### src/rtl/wait_pkg.sv
// Shared types and constants for the wait-state generator.
// Optional external-wait support is selected with WAIT_GEN_EXT_WAIT_EN.
package wait_pkg;

    localparam int WAIT_CNT_W      = 8;
    localparam int WAIT0_TICKS_DEF = 24;
    localparam int WAIT1_TICKS_DEF = 48;
    localparam int EXT_TIMEOUT_DEF = 192;

    typedef enum logic [1:0] {
        IDLE    = 2'd0,
        STRETCH = 2'd1,
        EXTEND  = 2'd2,
        DONE    = 2'd3
    } wait_state_t;

endpackage

### src/rtl/wait_gen_if.sv
// CPU-side bus seen by the wait-state generator; nEXTWAIT exists only
// when WAIT_GEN_EXT_WAIT_EN is defined.
interface wait_gen_if;
    // Handshake: a select is sampled on Q rise. nWAIT low asks the clock block
    // to hold E high; the clock block must not drop E until nWAIT returns high.
    logic nE;
    logic nQ;
    logic nSEL0;
    logic nSEL1;
`ifdef WAIT_GEN_EXT_WAIT_EN
    logic nEXTWAIT;
`endif
    logic nWAIT;
    logic TIMEOUT;

    modport master (
        output nE, nQ, nSEL0, nSEL1,
`ifdef WAIT_GEN_EXT_WAIT_EN
        output nEXTWAIT,
`endif
        input  nWAIT, TIMEOUT
    );

    modport slave (
        input  nE, nQ, nSEL0, nSEL1,
`ifdef WAIT_GEN_EXT_WAIT_EN
        input  nEXTWAIT,
`endif
        output nWAIT, TIMEOUT
    );

endinterface

### src/rtl/edge_det.sv
// Registered edge detector for a signal already synchronous to i_clk.
// RISE=1 flags 0->1, RISE=0 flags 1->0.
module edge_det #(
    parameter bit RISE = 1'b1
) (
    input  logic i_clk,
    input  logic i_rst_n,
    input  logic i_sig,
    output logic o_edge
);

    logic r_sig;
    logic r_armed;

    // r_armed masks the first cycle after reset so a level already present
    // at release is not mistaken for a fresh edge.
    always_ff @(posedge i_clk or negedge i_rst_n) begin
        if (!i_rst_n) begin
            r_sig   <= 1'b1;
            r_armed <= 1'b0;
        end else begin
            r_sig   <= i_sig;
            r_armed <= 1'b1;
        end
    end

    assign o_edge = RISE ? (r_armed & ~r_sig &  i_sig)
                         : (r_armed &  r_sig & ~i_sig);

endmodule

### src/rtl/wait_gen.sv
// Wait-state generator: stretches E for slow-device selects via nWAIT.
// Define WAIT_GEN_EXT_WAIT_EN to add nEXTWAIT extension and TIMEOUT.
module wait_gen
    import wait_pkg::*;
#(
    parameter int WAIT0_TICKS = WAIT0_TICKS_DEF,
    parameter int WAIT1_TICKS = WAIT1_TICKS_DEF,
    parameter int EXT_TIMEOUT = EXT_TIMEOUT_DEF
) (
    input  logic        MHZ48,
    input  logic        nRESET,
    wait_gen_if.slave   bus,
    output wait_state_t o_dbg_state
);

    if ((WAIT0_TICKS < 1) || (WAIT0_TICKS > 255)) begin : g_bad_wait0
        $error("WAIT0_TICKS must be 1..255");
    end
    if ((WAIT1_TICKS < 1) || (WAIT1_TICKS > 255)) begin : g_bad_wait1
        $error("WAIT1_TICKS must be 1..255");
    end
    if ((EXT_TIMEOUT < 1) || (EXT_TIMEOUT > 255)) begin : g_bad_ext
        $error("EXT_TIMEOUT must be 1..255");
    end

    localparam logic [WAIT_CNT_W-1:0] LOAD0 = WAIT_CNT_W'(WAIT0_TICKS - 1);
    localparam logic [WAIT_CNT_W-1:0] LOAD1 = WAIT_CNT_W'(WAIT1_TICKS - 1);

    logic w_q_rise;
    logic w_e_fall;

    // Q rise is nQ 1->0; E fall is nE 0->1.
    edge_det #(.RISE(1'b0)) u_q_edge (
        .i_clk   (MHZ48),
        .i_rst_n (nRESET),
        .i_sig   (bus.nQ),
        .o_edge  (w_q_rise)
    );

    edge_det #(.RISE(1'b1)) u_e_edge (
        .i_clk   (MHZ48),
        .i_rst_n (nRESET),
        .i_sig   (bus.nE),
        .o_edge  (w_e_fall)
    );

    wait_state_t           r_state;
    wait_state_t           w_state_nxt;
    logic [WAIT_CNT_W-1:0] r_cnt;
    logic [WAIT_CNT_W-1:0] w_cnt_nxt;
    logic                  r_nwait;
    logic                  w_nwait_nxt;
`ifdef WAIT_GEN_EXT_WAIT_EN
    localparam logic [WAIT_CNT_W-1:0] LOADE = WAIT_CNT_W'(EXT_TIMEOUT - 1);
    logic [WAIT_CNT_W-1:0] r_ext_cnt;
    logic [WAIT_CNT_W-1:0] w_ext_cnt_nxt;
    logic                  r_timeout;
    logic                  w_timeout_nxt;
`endif

    always_comb begin
        w_state_nxt = r_state;
        w_cnt_nxt   = r_cnt;
        w_nwait_nxt = r_nwait;
`ifdef WAIT_GEN_EXT_WAIT_EN
        w_ext_cnt_nxt = r_ext_cnt;
        w_timeout_nxt = r_timeout;
`endif
        case (r_state)
            IDLE: begin
                if (w_q_rise && (!bus.nSEL1 || !bus.nSEL0)) begin
                    w_cnt_nxt   = !bus.nSEL1 ? LOAD1 : LOAD0;
                    w_nwait_nxt = 1'b0;
                    w_state_nxt = STRETCH;
                end
            end
            STRETCH: begin
                if (r_cnt == '0) begin
`ifdef WAIT_GEN_EXT_WAIT_EN
                    if (!bus.nEXTWAIT) begin
                        w_ext_cnt_nxt = LOADE;
                        w_state_nxt   = EXTEND;
                    end else begin
                        w_nwait_nxt = 1'b1;
                        w_state_nxt = DONE;
                    end
`else
                    w_nwait_nxt = 1'b1;
                    w_state_nxt = DONE;
`endif
                end else begin
                    w_cnt_nxt = r_cnt - 1'b1;
                end
            end
`ifdef WAIT_GEN_EXT_WAIT_EN
            EXTEND: begin
                if (bus.nEXTWAIT) begin
                    w_nwait_nxt = 1'b1;
                    w_state_nxt = DONE;
                end else if (r_ext_cnt == '0) begin
                    w_nwait_nxt   = 1'b1;
                    w_timeout_nxt = 1'b1;
                    w_state_nxt   = DONE;
                end else begin
                    w_ext_cnt_nxt = r_ext_cnt - 1'b1;
                end
            end
`endif
            DONE: begin
                // Held until E falls so a lingering select cannot re-trigger.
                if (w_e_fall) begin
                    w_state_nxt = IDLE;
                end
            end
            default: begin
                w_nwait_nxt = 1'b1;
                w_state_nxt = IDLE;
            end
        endcase
    end

    always_ff @(posedge MHZ48 or negedge nRESET) begin
        if (!nRESET) begin
            r_state <= IDLE;
            r_cnt   <= '0;
            r_nwait <= 1'b1;
        end else begin
            r_state <= w_state_nxt;
            r_cnt   <= w_cnt_nxt;
            r_nwait <= w_nwait_nxt;
        end
    end

`ifdef WAIT_GEN_EXT_WAIT_EN
    always_ff @(posedge MHZ48 or negedge nRESET) begin
        if (!nRESET) begin
            r_ext_cnt <= '0;
            r_timeout <= 1'b0;
        end else begin
            r_ext_cnt <= w_ext_cnt_nxt;
            r_timeout <= w_timeout_nxt;
        end
    end

    assign bus.TIMEOUT = r_timeout;
`else
    assign bus.TIMEOUT = 1'b0;
`endif

    assign bus.nWAIT   = r_nwait;
    assign o_dbg_state = r_state;

endmodule

### src/flat_wrapper.sv
// flat-port wrapper written by rule: the top's interface ports become plain ports
module wait_gen_flat import wait_pkg::*;
#(
    parameter int WAIT0_TICKS = WAIT0_TICKS_DEF,
    parameter int WAIT1_TICKS = WAIT1_TICKS_DEF,
    parameter int EXT_TIMEOUT = EXT_TIMEOUT_DEF
)
  (MHZ48, nRESET, o_dbg_state, bus_nE, bus_nQ, bus_nSEL0, bus_nSEL1, bus_nWAIT, bus_TIMEOUT);
  wait_gen_if bus_i ();
  input  logic MHZ48;
  input  logic nRESET;
  output wait_state_t o_dbg_state;
  input wire logic [$bits(bus_i.nE)-1:0] bus_nE;
  input wire logic [$bits(bus_i.nQ)-1:0] bus_nQ;
  input wire logic [$bits(bus_i.nSEL0)-1:0] bus_nSEL0;
  input wire logic [$bits(bus_i.nSEL1)-1:0] bus_nSEL1;
  output wire logic [$bits(bus_i.nWAIT)-1:0] bus_nWAIT;
  output wire logic [$bits(bus_i.TIMEOUT)-1:0] bus_TIMEOUT;
  assign bus_i.nE = bus_nE;
  assign bus_i.nQ = bus_nQ;
  assign bus_i.nSEL0 = bus_nSEL0;
  assign bus_i.nSEL1 = bus_nSEL1;
  assign bus_nWAIT = bus_i.nWAIT;
  assign bus_TIMEOUT = bus_i.TIMEOUT;
  wait_gen #(.WAIT0_TICKS(WAIT0_TICKS), .WAIT1_TICKS(WAIT1_TICKS), .EXT_TIMEOUT(EXT_TIMEOUT)) u_core (.MHZ48(MHZ48), .nRESET(nRESET), .bus(bus_i), .o_dbg_state(o_dbg_state));
endmodule
### config.mk
export PLATFORM = sky130hd
export DESIGN_NAME = wait_gen_flat
export DESIGN_NICKNAME = d
export VERILOG_FILES = /design/src/rtl/wait_pkg.sv /design/src/rtl/wait_gen_if.sv /design/src/rtl/edge_det.sv /design/src/rtl/wait_gen.sv /design/src/flat_wrapper.sv
export SDC_FILE = /design/constraint.sdc
export NUM_CORES = 1
export LEC_CHECK = 0
export ABC_AREA = 1
export BUFFER_PORTS_ARGS = -buffer_cell sky130_fd_sc_hd__buf_4
export CAP_MARGIN = 10
export CORE_MARGIN = 2
export CORE_UTILIZATION = 54
export CTS_CLUSTER_DIAMETER = 30
export DETAILED_ROUTE_END_ITERATION = 7
export PLACE_DENSITY_LB_ADDON = 0.1
export SYNTH_ARGS = -nofsm -noshare
export SYNTH_HDL_FRONTEND = slang
export SYNTH_SLANG_ARGS = --single-unit
### constraint.sdc
create_clock -name MHZ48 -period 4.2 [get_ports MHZ48]
set_input_delay 0.21 -clock MHZ48 [delete_from_list [all_inputs] [get_ports MHZ48]]
set_output_delay 0.21 -clock MHZ48 [all_outputs]
set_load 0.01 [all_outputs]
# After elaboration in Yosys (flattened, before gate mapping)
# Index checks and enable logic that the tools add are counted.
[op_classes] multipliers=0 reduce_logical=10 bitwise_logic=7 n_mux=11 addsub=1 n_lt_le_gt_ge=0 eq_ne=6 div_mod_pow=0 shift=0
[ops] op="8-bit two-way mux" n=2
[ops] op="8-bit case mux with 2 select lines" n=1
[ops] op="3-bit AND reduction" n=3
[ops] op="8-bit zero test" n=1
[ops] op="8-bit by 1-bit subtractor with 8-bit output (second input constant)" n=1
[ops] op="2-bit two-way mux" n=3
[ops] op="6-bit two-way mux" n=1
[ops] op="2-bit case mux with 3 select lines" n=1
[ops] op="1-bit AND" n=4
[ops] op="2-bit by 1-bit inequality test with 1-bit output (second input constant)" n=2
[ops] op="2-bit inequality test (second input constant)" n=2
[ops] op="1-bit NOT" n=3
[ops] op="1-bit case mux with 3 select lines" n=1
[ops] op="2-bit by 1-bit equality test with 1-bit output (second input constant)" n=1
[ops] op="2-bit equality test (second input constant)" n=1
[ops] op="1-bit zero test" n=2
[ops] op="2-bit zero test" n=1
[ops] op="1-bit two-way mux" n=2
[ops] op="2-bit nonzero test" n=1
[ops] op="1-bit logical AND" n=1
[ops] op="1-bit logical OR" n=1
[word_totals] out_inout_bits=4 regBits=14 latch_bits=0 wordCells=41 memories=0 input_bits=6 rom_bits=0 ramBits=0

# Logic depth before layout (Yosys ltp)
# Gate-level depths: netlist of the first run.
[logic_depth] word_depth=5 mapped_depth=9 depth_no_buf=9

# Hierarchy
# A second synthesis of the first run with hierarchy kept.
[hier_totals] cells_unflattened=113 hier_area_um2=872.1
[modules_own_cells] module="wait_gen" seq_area_each_um2=276.5 instances=1 cells_per_inst=103 area_per_inst_um2=742.0
[modules_own_cells] module="edge_det" seq_area_each_um2=51.3 instances=2 cells_per_inst=5 area_per_inst_um2=65.1

# Worst setup path after synthesis of the first run
# Ideal clock, no wire load.
[synth_timing] path_type="reg-to-reg" from="reg u_core.r_cnt[0]" to="reg u_core.r_cnt[0]" setup_time_ns=0.118 period_less_slack_ns=1.401 path_stages_with_launch=10 t_required_ns=4.082 path_buffers=0 arrival_time_ns=1.283 setup_slack_ns=2.799 path_cell_list="dfrtp_1 inv_1 ha_1 nand2_1 nor2_1 nand2_4 nand2_4 nand2_8 nor2_2 nor2_2"
[synth_between] elab_chain_len=3 word_cells_on_any_way=6 classes_between="add/sub: 1; eq/ne: 1; mux: 2; reduce/logical: 2"
[synth_rtl] item="from (decl)" line="wait_gen.sv:49" rtl="logic [WAIT_CNT_W-1:0] r_cnt;"
[synth_rtl] item="from (signal assigned)" line="wait_gen.sv:129" rtl="r_cnt <= w_cnt_nxt;"
[synth_rtl] item="8-bit by 1-bit subtractor with 8-bit output or 8-bit zero test (tied branches)" line="wait_gen.sv:92, wait_gen.sv:78"
[synth_rtl] item="8-bit two-way mux or 2-bit inequality test (tied branches)"
[synth_rtl] item="8-bit case mux with 2 select lines or 3-bit AND reduction (tied branches)"
# Several ways; a longest one is shown, not always the timed one. The select of a mux whose other input is x is not followed.
# A chain may end at the register's enable or synchronous reset.

# Worst setup path in the final report of the first run
[layout_timing] from="reg u_core.r_cnt[0]" to="reg u_core.r_cnt[1]"
# The elaborated chain is that of the path after synthesis.

==> flow_summary.yaml, run 1 <==
detailed_routing:
  routed-via-count: 700
  finalWirelength_um: 1600
  ant_nets: 0
  drt-pass1-iter-count: 4
  drc: 0
  drt_iter0_markers: 20
  avgRoutedWirePerCell_um: 11.8
  vias_per_cell: 5.19
sta:
  timing_hold_violations_final: 0
  rsz0062_at_grt: "no"
  finalWorstSetupSlack_ns: 2.68
  final.setup.tns_ns: 0
  fin_worst_skew_ns: 0.00266
  hold_slack_ns: 0.0390
  period_share_pct: 36.3
  fin_crit_ns: 1.52
  setup_viol: 0
  fmax_mhz: 656
  final_max_slew_viol_count: 0
grt:
  grt_max_degree: 15
  grt_overflow: 0
  grt_antenna_before_repair: 0
  grt_pass1_wl_um: 2720
  grt_pass1_vias: 637
  track_usage_pct: 19.7
setup_path:
  critPathLaunchType: "flip-flop"
  crit_path_cell_trace: "inv_1, ha_1, nand2_1, nor2_1, nand2_4, nand2_4, nand2_8, nand2_1, o21ai_2"
  arrival_ns: 1.70
  crit_buf_inv: 1
  reg2reg_depth: 9
  end_kind: "flip-flop"
  rr_startpoint: "u_core.r_cnt[0]"
  r2r_slack_ns: 2.68
  required_ns: 4.37
  crit_slowest_cell: "dfrtp_1"
  critPathMaxFanout: 9
  r2r-end: "u_core.r_cnt[1]"
  crit_type: "flip-flop to flip-flop"
  crit_family: "simple AND/OR/NAND/NOR gates"
  max_stage_delay_ns: 0.41
floorplanning:
  die_w_um: 43.8
  die_area_um2: 1920
  core_area_um2: 1490
  pin_count: 10
  die_h_um: 43.8
  initial_utilization_pct: 57.5
  rows: 14
yosys:
  syn_inst: 107
  syn_area_per_cell_um2: 8.00
  synth_xor_area_share_pct: 0
  syn_area_um2: 856
  yosys.area_share.adder_pct: 2.92
  ys.flop_type: "dfrtp_1"
  synth.area.top_cells: "dfrtp_1, nand2_1, dfstp_2"
  synth_warnings: 0
  synth_edf_count: 0
  yosys.cell_count.top_type: "nand2_1"
  synth-async-reset-ratio_pct: 100
  synth-simple-area-share_pct: 43.1
  ys_ff_latch: 14
  synth_top_area_share_pct: 32.2
  synthTopCellsByCount: "nand2_1, nand3_1, dfrtp_1, inv_1, nor2_1"
  synth.distinct_cells: 25
  synth_mux_area_share_pct: 0
  synth-seq-area-share_pct: 41.4
  synth_top_family_by_area: "simple AND/OR/NAND/NOR gates"
  synth_top_area_cell: "dfrtp_1"
  syn-num-nets: 115
  synth_compound_area_share_pct: 4.68
worst_hold_path:
  hold_end: "u_core.u_q_edge.r_sig"
  hold_depth: 1
  min-delay-start: "bus_nQ"
  hold_path.class: "primary input to flip-flop"
run_status:
  outcome: "complete, no violations"
clock_tree:
  clkTransAtPathRegs_ns: 0.09
  cts_buffers: 3
  clock_path_buffers: 2
  cts_sinks: 14
  insertion_delay_ns: 0.28
  htree_levels: 1
  cts_tree: "done"
  cts_root_buf: "clkbuf_4"
  postCtsSetupRepairBufs: 0
pwr:
  p_leak_nw: 0.515
  peakVddDrop_uv: 364
  p_per_area_nw_per_um2: 712
placed_design:
  gp_congestion: 0.898
  dp_hpwl_um: 1220
  dp_slack_ns: 2.69
  port_buffers: 8
layout:
  syn_to_final_growth_pct: 13.9
  n_antenna_cell: 0
  drive_gt1_share_pct: 27.7
  num-nets-final: 128
job:
  max_cap_violations: 0
## routing by layer
layer / vias up / GRT usage, % / part of all wire [%]
met3: 4 / 5.00 / 5.4
met4: 0 / 8.48 / 1.6
met5: - / 0 / 0
met2: 19 / 30.0 / 47
met1: 316 / 26.6 / 46
li1: 361 / - / -
## power breakdown
| group | internal, mW | switching (mW) | leakage (nW) |
|---|---|---|---|
| clock network | 0.0527 | 0.0456 | 0.0210 |
| registers | 0.190 | 0.0480 | 0.163 |
| logic | 0.133 | 0.225 | 0.330 |
## per-stage QoR
step | total power [mW] | util [%] | std cells | area, um2
floorplan | 0.514 | - | 107 | 856
global placement | 0.595 | 62.4 | 130 | 928
detailed placement | 0.596 | 62.4 | 130 | 928
CTS | 0.698 | 65.5 | 135 | 975
global route | 0.753 | 65.5 | 135 | 975
finish | 0.694 | 65.5 | 135 | 975
## registers in the layout, summed over array words and instances (netlist names)
signal / cells
u_core.bus.nWAIT: 1
u_core.o_dbg_state: 2
u_core.r_cnt: 8
u_core.u_e_edge.r_sig: 1
u_core.u_q_edge.r_armed: 1
u_core.u_q_edge.r_sig: 1
## worst reg2reg max path, delay by kind of cell, from the launching register on
kind	cells	cell delay, ns
compound gates	1	0.05
fa+ha+maj	1	0.17
buf+inv	1	0.16
flops	1	0.41
simple gates	6	0.63
## how the worst max path moves through the flow
stage                                from              end  slack, ns  cells after the start
after floorplan           u_core.r_cnt[0]  u_core.r_cnt[0]       2.80                      9
after global placement    u_core.r_cnt[0]  u_core.r_cnt[1]       2.72                      9
after detailed placement  u_core.r_cnt[0]  u_core.r_cnt[1]       2.69                      9
after CTS                 u_core.r_cnt[0]  u_core.r_cnt[1]       2.67                      9
after global routing      u_core.r_cnt[0]  u_core.r_cnt[5]       2.54                      9
final                     u_core.r_cnt[0]  u_core.r_cnt[1]       2.68                      9
## layout make-up
| type | instances | area [um2] |
|---|---|---|
| fillers | 126 | 514 |
| multi-input cells | 78 | 442 |
| flip-flops and latches | 14 | 354 |
| repair buffers | 9 | 70.1 |
| inverters | 14 | 52.6 |
| clock buffers | 4 | 36.3 |
| well taps | 16 | 20.0 |
## cells by family (layout without fill, tap and decap cells)
logic type                 after synthesis  after routing
other                                    2              2
buffers and inverters                   15             27
and+or+nand+nor                         68             68
adders and majority gates                2              2
DFF                                     14             14
AOI/OAI and AO/OA                        6              6
## cells in the final DEF (no fill, tap or decap)
cell type	instances
nand4_2	1
nand4_1	1
nand2_4	2
nand2_8	1
a21oi_1	1
nand2_1	28
dlygate4sd3_1	1
o21ai_0	1
dfrtp_1	11
buf_4	8
o21ai_1	1
inv_2	3
nor2_2	3
inv_1	11
conb_1	2
nor2_4	2
clkbuf_8	1
o31ai_1	1
ha_1	2
o21ai_2	2
nand3b_1	2
nand3_1	14
nor2_1	9
nand2_2	1
or2_1	1
nand3_2	3
dfstp_2	3
clkbuf_4	3
## timing repair
item	in CTS	in global routing
hold buffers	1	0
endpoints found under the hold margin	14	0
gates resized for setup	0	0
No activity file was read; power rests on OpenSTA's default activity.
==> inputs of run 2 (changes only) <==
clock period = 1.5 ns   (was 4.2 ns; I/O delays follow)
==> run 2 against run 1 <==
  * Count of clock-buffer cells in the layout unchanged
  * Worst setup slack got worse by 2.6 ns
  * Clock power grew to 2.9 times the previous value
  * Sequential power grew to 2.8 times the previous value
  * Die area is the same
  * Non-clock buffer count rose by 6
  * Register-to-register slack lost 2.6 ns
  * Maximum frequency increased by 8.0%
  * Total power grew to 3.0 times the previous value
  * Critical path depth decreased by 1
  * Sequential share of layout area is 2.1 points lower
  * Cell area up 6.3%
==> flow_summary.yaml, run 2 (synthesis gave the netlist of run 1 again) <==
sta:
  final.setup.tns_ns: 0
  fin_crit_ns: 1.41
  setup_viol: 0
  rsz0062_at_grt: "no"
  fin_worst_skew_ns: 0.00722
  timing_hold_violations_final: 0
  hold_slack_ns: 0.163
  final_max_slew_viol_count: 0
  period_share_pct: 94.1
  fmax_mhz: 709
setup_path:
  crit_buf_inv: 3
  critPathLaunchType: "flip-flop"
  critPathMaxFanout: 3
  max_stage_delay_ns: 0.39
  end_kind: "flip-flop"
  crit_slowest_cell: "dfrtp_1"
  required_ns: 1.69
  arrival_ns: 1.60
  cp_common_cell: "inv_1"
  crit_type: "flip-flop to flip-flop"
  crit_path_cell_trace: "inv_1, buf_4, ha_1, inv_1, o21ai_0, nand3_1, nand3_2, nand2_1"
  crit_family: "flip-flops"
layout:
  final_cell_mix: "nand2_1, nand3_1, buf_4"
  fillers: 114
  num-nets-final: 134
  final_common_cell: "nand2_1"
  largest_reg_flops: 8
  top_register: "u_core.r_cnt"
  n_antenna_cell: 0
  syn_to_final_growth_pct: 21.1
  drive_gt1_share_pct: 30.4
placed_design:
  gp_congestion: 0.821
  dp_hpwl_um: 1290
  port_buffers: 8
pwr:
  seqPwrFrac_pct: 32.2
  p_sw_uw: 956
  total_power_mw: 2.09
  swShare_pct: 45.7
  p_int_mw: 1.14
  combinationalPowerShare_pct: 54.3
  p_leak_nw: 0.543
  clkPwrFrac_pct: 13.5
  peakVddDrop_uv: 1240
  p_per_area_nw_per_um2: 2020
detailed_routing:
  finalWirelength_um: 1780
  drc: 0
  vias_per_cell: 5.13
  drt-pass1-iter-count: 4
  routed-via-count: 724
  drt_iter0_markers: 16
  ant_nets: 0
  avgRoutedWirePerCell_um: 12.6
clock_tree:
  htree_levels: 1
  cts_sinks: 14
  clkTransAtPathRegs_ns: 0.09
  cts_tree: "done"
  clock_path_buffers: 2
  insertion_delay_ns: 0.29
  cts_buffers: 3
  cts_root_buf: "clkbuf_4"
floorplanning:
  initial_utilization_pct: 57.5
  die_w_um: 43.8
  die_area_um2: 1920
  core_area_um2: 1490
  rows: 14
  die_h_um: 43.8
  pin_count: 10
grt:
  grt_pass1_wl_um: 2990
  grt_antenna_before_repair: 0
  grt_max_degree: 15
  track_usage_pct: 21.9
  grt_overflow: 0
  grt_pass1_vias: 688
run_status:
  outcome: "complete, no violations"
job:
  max_cap_violations: 0
worst_hold_path:
  hold_path.class: "primary input to asynchronous set/reset pin"
[run 2: stage by stage]
step           cell area (um2)  instances  util, %  worst slack (ns)
2_1_floorplan              856        107        -            0.0986
3_3_place_gp               951        133     63.9             0.125
3_5_place_dp               951        133     63.9            0.0539
4_1_cts                   1020        140     68.3            0.0601
5_1_grt                   1040        141     69.6            0.0181
6_report                  1040        141     69.6            0.0891
[run 2: final cells by class]
cell class / count / area (um2) / share of cell area [%]
inverter: 14 / 52.6 / 5.07
multi-input combinational: 78 / 453 / 43.7
sequential: 14 / 354 / 34.2
clock buffer: 4 / 36.3 / 3.50
tap: 16 / 20.0 / 1.93
timing repair buffer: 15 / 120 / 11.6
[run 2: timing repair]
item	in CTS	in global routing
setup buffers	0	1
resized for setup	0	2
hold buffers	3	0
setup endpoints to repair	0	7
endpoints found under the hold margin	16	0
[run 2: final timing paths]
check                                  from               end  slack, ns  cells past startpoint
max                         u_core.r_cnt[1]   u_core.r_cnt[4]       0.09                      8
min                                  nRESET   u_core.r_cnt[7]       0.16                      2
max reg2reg                 u_core.r_cnt[1]   u_core.r_cnt[4]       0.09                      8
min reg2reg                u_core.bus.nWAIT  u_core.bus.nWAIT       0.49                      2
max in group asynchronous            nRESET  u_core.bus.nWAIT       1.09                      2
min in group MHZ48                bus_nSEL1   u_core.r_cnt[4]       0.20                      4
[run 2: power by group through the flow]
stage / clock (mW) / sequential [mW] / combinational (mW)
finish: 0.283 / 0.673 / 1.14
global route: 0.297 / 0.690 / 1.28
CTS: 0.288 / 0.674 / 1.09
detailed placement: 0 / 0.680 / 1.07
global placement: 0 / 0.674 / 1.04
floorplan: 0 / 0.657 / 0.782
[run 2: metal layers]
metal / up-vias / routed length [um] / GRT usage, %
met3: 4 / 54 / 2.50
met4: 0 / 23 / 10.9
met5: - / 0 / 0
met1: 334 / 830 / 28.0
li1: 373 / - / -
met2: 13 / 873 / 36.5
==> inputs of run 3 (changes only) <==
ABC_AREA = not set   (was 1)
ABC_CLOCK_PERIOD_IN_PS = 1500   (was not set)
CORE_UTILIZATION = 53   (was 54)
==> run 3 against run 2 <==
  * The flow now finishes with violations (negative setup slack)
  * First-iteration DRC count is 56% higher
  * Area after synthesis is 15% lower
  * Sequential share of layout area is 0.16 points lower
  * Critical path type unchanged
  * Largest power group unchanged
  * Sequential power is 4.0% higher
  * Die area is 12% lower
  * Critical endpoint is now u_core.r_cnt[3]
  * Non-clock buffer count is 12 higher
  * Via count is 7.5% lower
  * Highest routed layer unchanged
  * Final cell count is 18% lower
  * Cell area is 0.48% higher
  * Total power is 3.5% lower
==> flow_summary.yaml, run 3 <==
yosys:
  synthTopCellsByCount: "dfrtp_1, nor2_1, a21oi_1"
  synth.distinct_cells: 34
  synth_top_family_by_area: "simple AND/OR/NAND/NOR gates"
  synth_warnings: 0
  yosys.cell_count.top_type: "dfrtp_1"
  syn_area_um2: 728
  synth-seq-area-share_pct: 48.6
  synth-simple-area-share_pct: 25.8
  synth_top_area_cell: "dfrtp_1"
  ys_ff_latch: 14
  syn_inst: 71
  synth_top_area_share_pct: 37.8
  syn_area_per_cell_um2: 10.3
  synth_mux_area_share_pct: 1.37
  syn-num-nets: 79
  synth.area.top_cells: "dfrtp_1, dfstp_2, nor2_1"
  synth_edf_count: 0
  synth_compound_area_share_pct: 15.3
  ys.flop_type: "dfrtp_1"
  synth_xor_area_share_pct: 1.20
  synth-async-reset-ratio_pct: 100
  yosys.area_share.adder_pct: 3.44
detailed_routing:
  finalWirelength_um: 1710
  ant_nets: 0
  top_layer: "met4"
  drt_iter0_markers: 25
  dr_wl_met3_um: 103
  drc: 0
  vias_per_cell: 5.78
  routed-via-count: 670
  met2WireLength_um: 758
  drt-met1-wl_um: 805
  drt-pass1-iter-count: 4
  avgRoutedWirePerCell_um: 14.7
sta:
  timing_hold_violations_final: 0
  setup_viol: 2
  fin_crit_ns: 1.59
  rsz0062_at_grt: "yes"
  fin_worst_skew_ns: 0.000701
  period_share_pct: 106
  fmax_mhz: 631
  finalWorstSetupSlack_ns: -0.0853
  final_max_slew_viol_count: 0
worst_hold_path:
  min-delay-start: "bus_nSEL1"
  hold_end: "u_core.r_cnt[5]"
  hold_path.class: "primary input to flip-flop"
  hold_depth: 3
layout:
  n_antenna_cell: 0
  num-nets-final: 110
  fin_area_um2: 1040
  top_register: "u_core.r_cnt"
  drive_gt1_share_pct: 45.5
  multi_input_area_um2: 407
  final_common_cell: "buf_4"
  final_cell_mix: "buf_4, dfrtp_1, nor2_1"
  largest_reg_flops: 8
  ff_latch_area_um2: 354
  syn_to_final_growth_pct: 43.0
  fillers: 73
run_status:
  violations: "negative setup slack"
  outcome: "complete, but fails checks"
pwr:
  p_per_area_nw_per_um2: 1940
  p_leak_nw: 0.469
  peakVddDrop_uv: 1180
  total_power_mw: 2.02
grt:
  grt_overflow: 0
  grt_pass1_vias: 567
  grt_antenna_before_repair: 0
  grt_max_degree: 15
  track_usage_pct: 22.8
  grt_pass1_wl_um: 2480
setup_path:
  critPathLaunchType: "flip-flop"
  crit_slowest_cell: "dfrtp_1"
  crit_buf_inv: 2
  critPathMaxFanout: 3
  required_ns: 1.67
  cp_common_cell: "buf_4"
  max_stage_delay_ns: 0.41
  arrival_ns: 1.76
  cp_num_cells: 5
  crit_path_cell_trace: "buf_4, buf_4, o311ai_0, o21ai_1, a221o_1"
  r2r_slack_ns: -0.09
  crit_type: "flip-flop to flip-flop"
  reg2reg_depth: 5
  rr_startpoint: "u_core.r_cnt[1]"
  end_kind: "flip-flop"
  crit_family: "compound AO/OA/AOI/OAI gates"
  r2r-end: "u_core.r_cnt[3]"
floorplanning:
  die_w_um: 41.1
  die_area_um2: 1690
  rows: 13
  initial_utilization_pct: 56.7
  pin_count: 10
  die_h_um: 41.1
  core_area_um2: 1280
placed_design:
  dp_hpwl_um: 1020
  dpl_cell_area_um2: 873
  port_buffers: 8
  dp_slack_ns: -0.0167
  gp_congestion: 0.799
clock_tree:
  cts_root_buf: "clkbuf_4"
  clkTransAtPathRegs_ns: 0.09
  cts_sinks: 14
  cts_buffers: 3
  insertion_delay_ns: 0.28
  htree_levels: 1
  cts_tree: "done"
  clock_path_buffers: 2
job:
  max_cap_violations: 0
run 3: cell count changes after synthesis, moves of 3 or more:
cell / before / now
nand2_1: 28 / 4
nand3_1: 14 / 1
inv_1: 11 / 3
a21oi_1: 1 / 5
nor3_1: 0 / 4
inv_2: 3 / 0
nand3_2: 3 / 0
run 3: worst register-to-register path: cells and delay by family (launching register included):
family,cells,cell delay [ns]
AO/OA/AOI/OAI,3,0.79
flip-flops,1,0.41
buffers and inverters,2,0.27
run 3: timing repair:
| action | in CTS | in global routing |
|---|---|---|
| buffers inserted | 4 | 3 |
| hold buffers | 3 | 0 |
| cloned | 1 | 0 |
| pin swaps | 3 | 3 |
| endpoints found under the hold margin | 16 | 0 |
| gates resized for setup | 5 | 5 |
| setup endpoints to repair | 4 | 9 |
run 3: worst max-delay path by stage:
| stage | startpoint | endpoint | slack (ns) |
|---|---|---|---|
| floorplan | u_core.r_cnt[0] | u_core.r_cnt[3] | 0.01 |
| global placement | u_core.r_cnt[1] | u_core.r_cnt[3] | 0.004 |
| detailed placement | u_core.r_cnt[1] | u_core.r_cnt[3] | -0.02 |
| CTS | u_core.r_cnt[0] | u_core.r_cnt[3] | 0.03 |
| global route | u_core.r_cnt[1] | u_core.r_cnt[3] | -0.17 |
| finish | u_core.r_cnt[1] | u_core.r_cnt[3] | -0.09 |
run 3: power by group:
part	leakage [nW]	switching, mW	internal (mW)
clock network	0.0210	0.135	0.148
registers	0.161	0.170	0.530
logic	0.286	0.473	0.565
total	0.469	0.778	1.24
run 3: area by class of cell:
cell class / count / area share [%]
Clock buffer: 4 / 3.49
Sequential cell: 14 / 34.0
Tap cell: 15 / 1.80
Inverter: 3 / 1.08
Multi-Input combinational cell: 53 / 39.1
Timing Repair Buffer: 27 / 20.6
run 3: logic make-up after synthesis:
logic type,after synthesis
mux,1
other cells,2
fa+ha+maj,2
flops,14
xor+xnor,1
compound gates,15
buf+inv,5
simple gates,31
run 3: through the flow:
| stage | setup TNS (ns) | hold WS, ns | util (%) | instances |
|---|---|---|---|---|
| 6_report | -0.0861 | 0.119 | 81.0 | 116 |
| 3_3_place_gp | 0 | -0.0702 | 68.0 | 101 |
| 3_5_place_dp | -0.0459 | -0.0672 | 68.0 | 101 |
| 2_1_floorplan | 0 | -0.221 | - | 71 |
| 4_1_cts | 0 | 0.119 | 77.8 | 113 |
| 5_1_grt | -0.792 | 0.138 | 81.0 | 116 |
run 3: routing by layer:
metal / global-route usage [%] / up-vias
li1: - / 326
met4: 7.50 / 0
met5: 0 / -
met2: 32.8 / 26
met1: 34.1 / 311
met3: 3.26 / 7
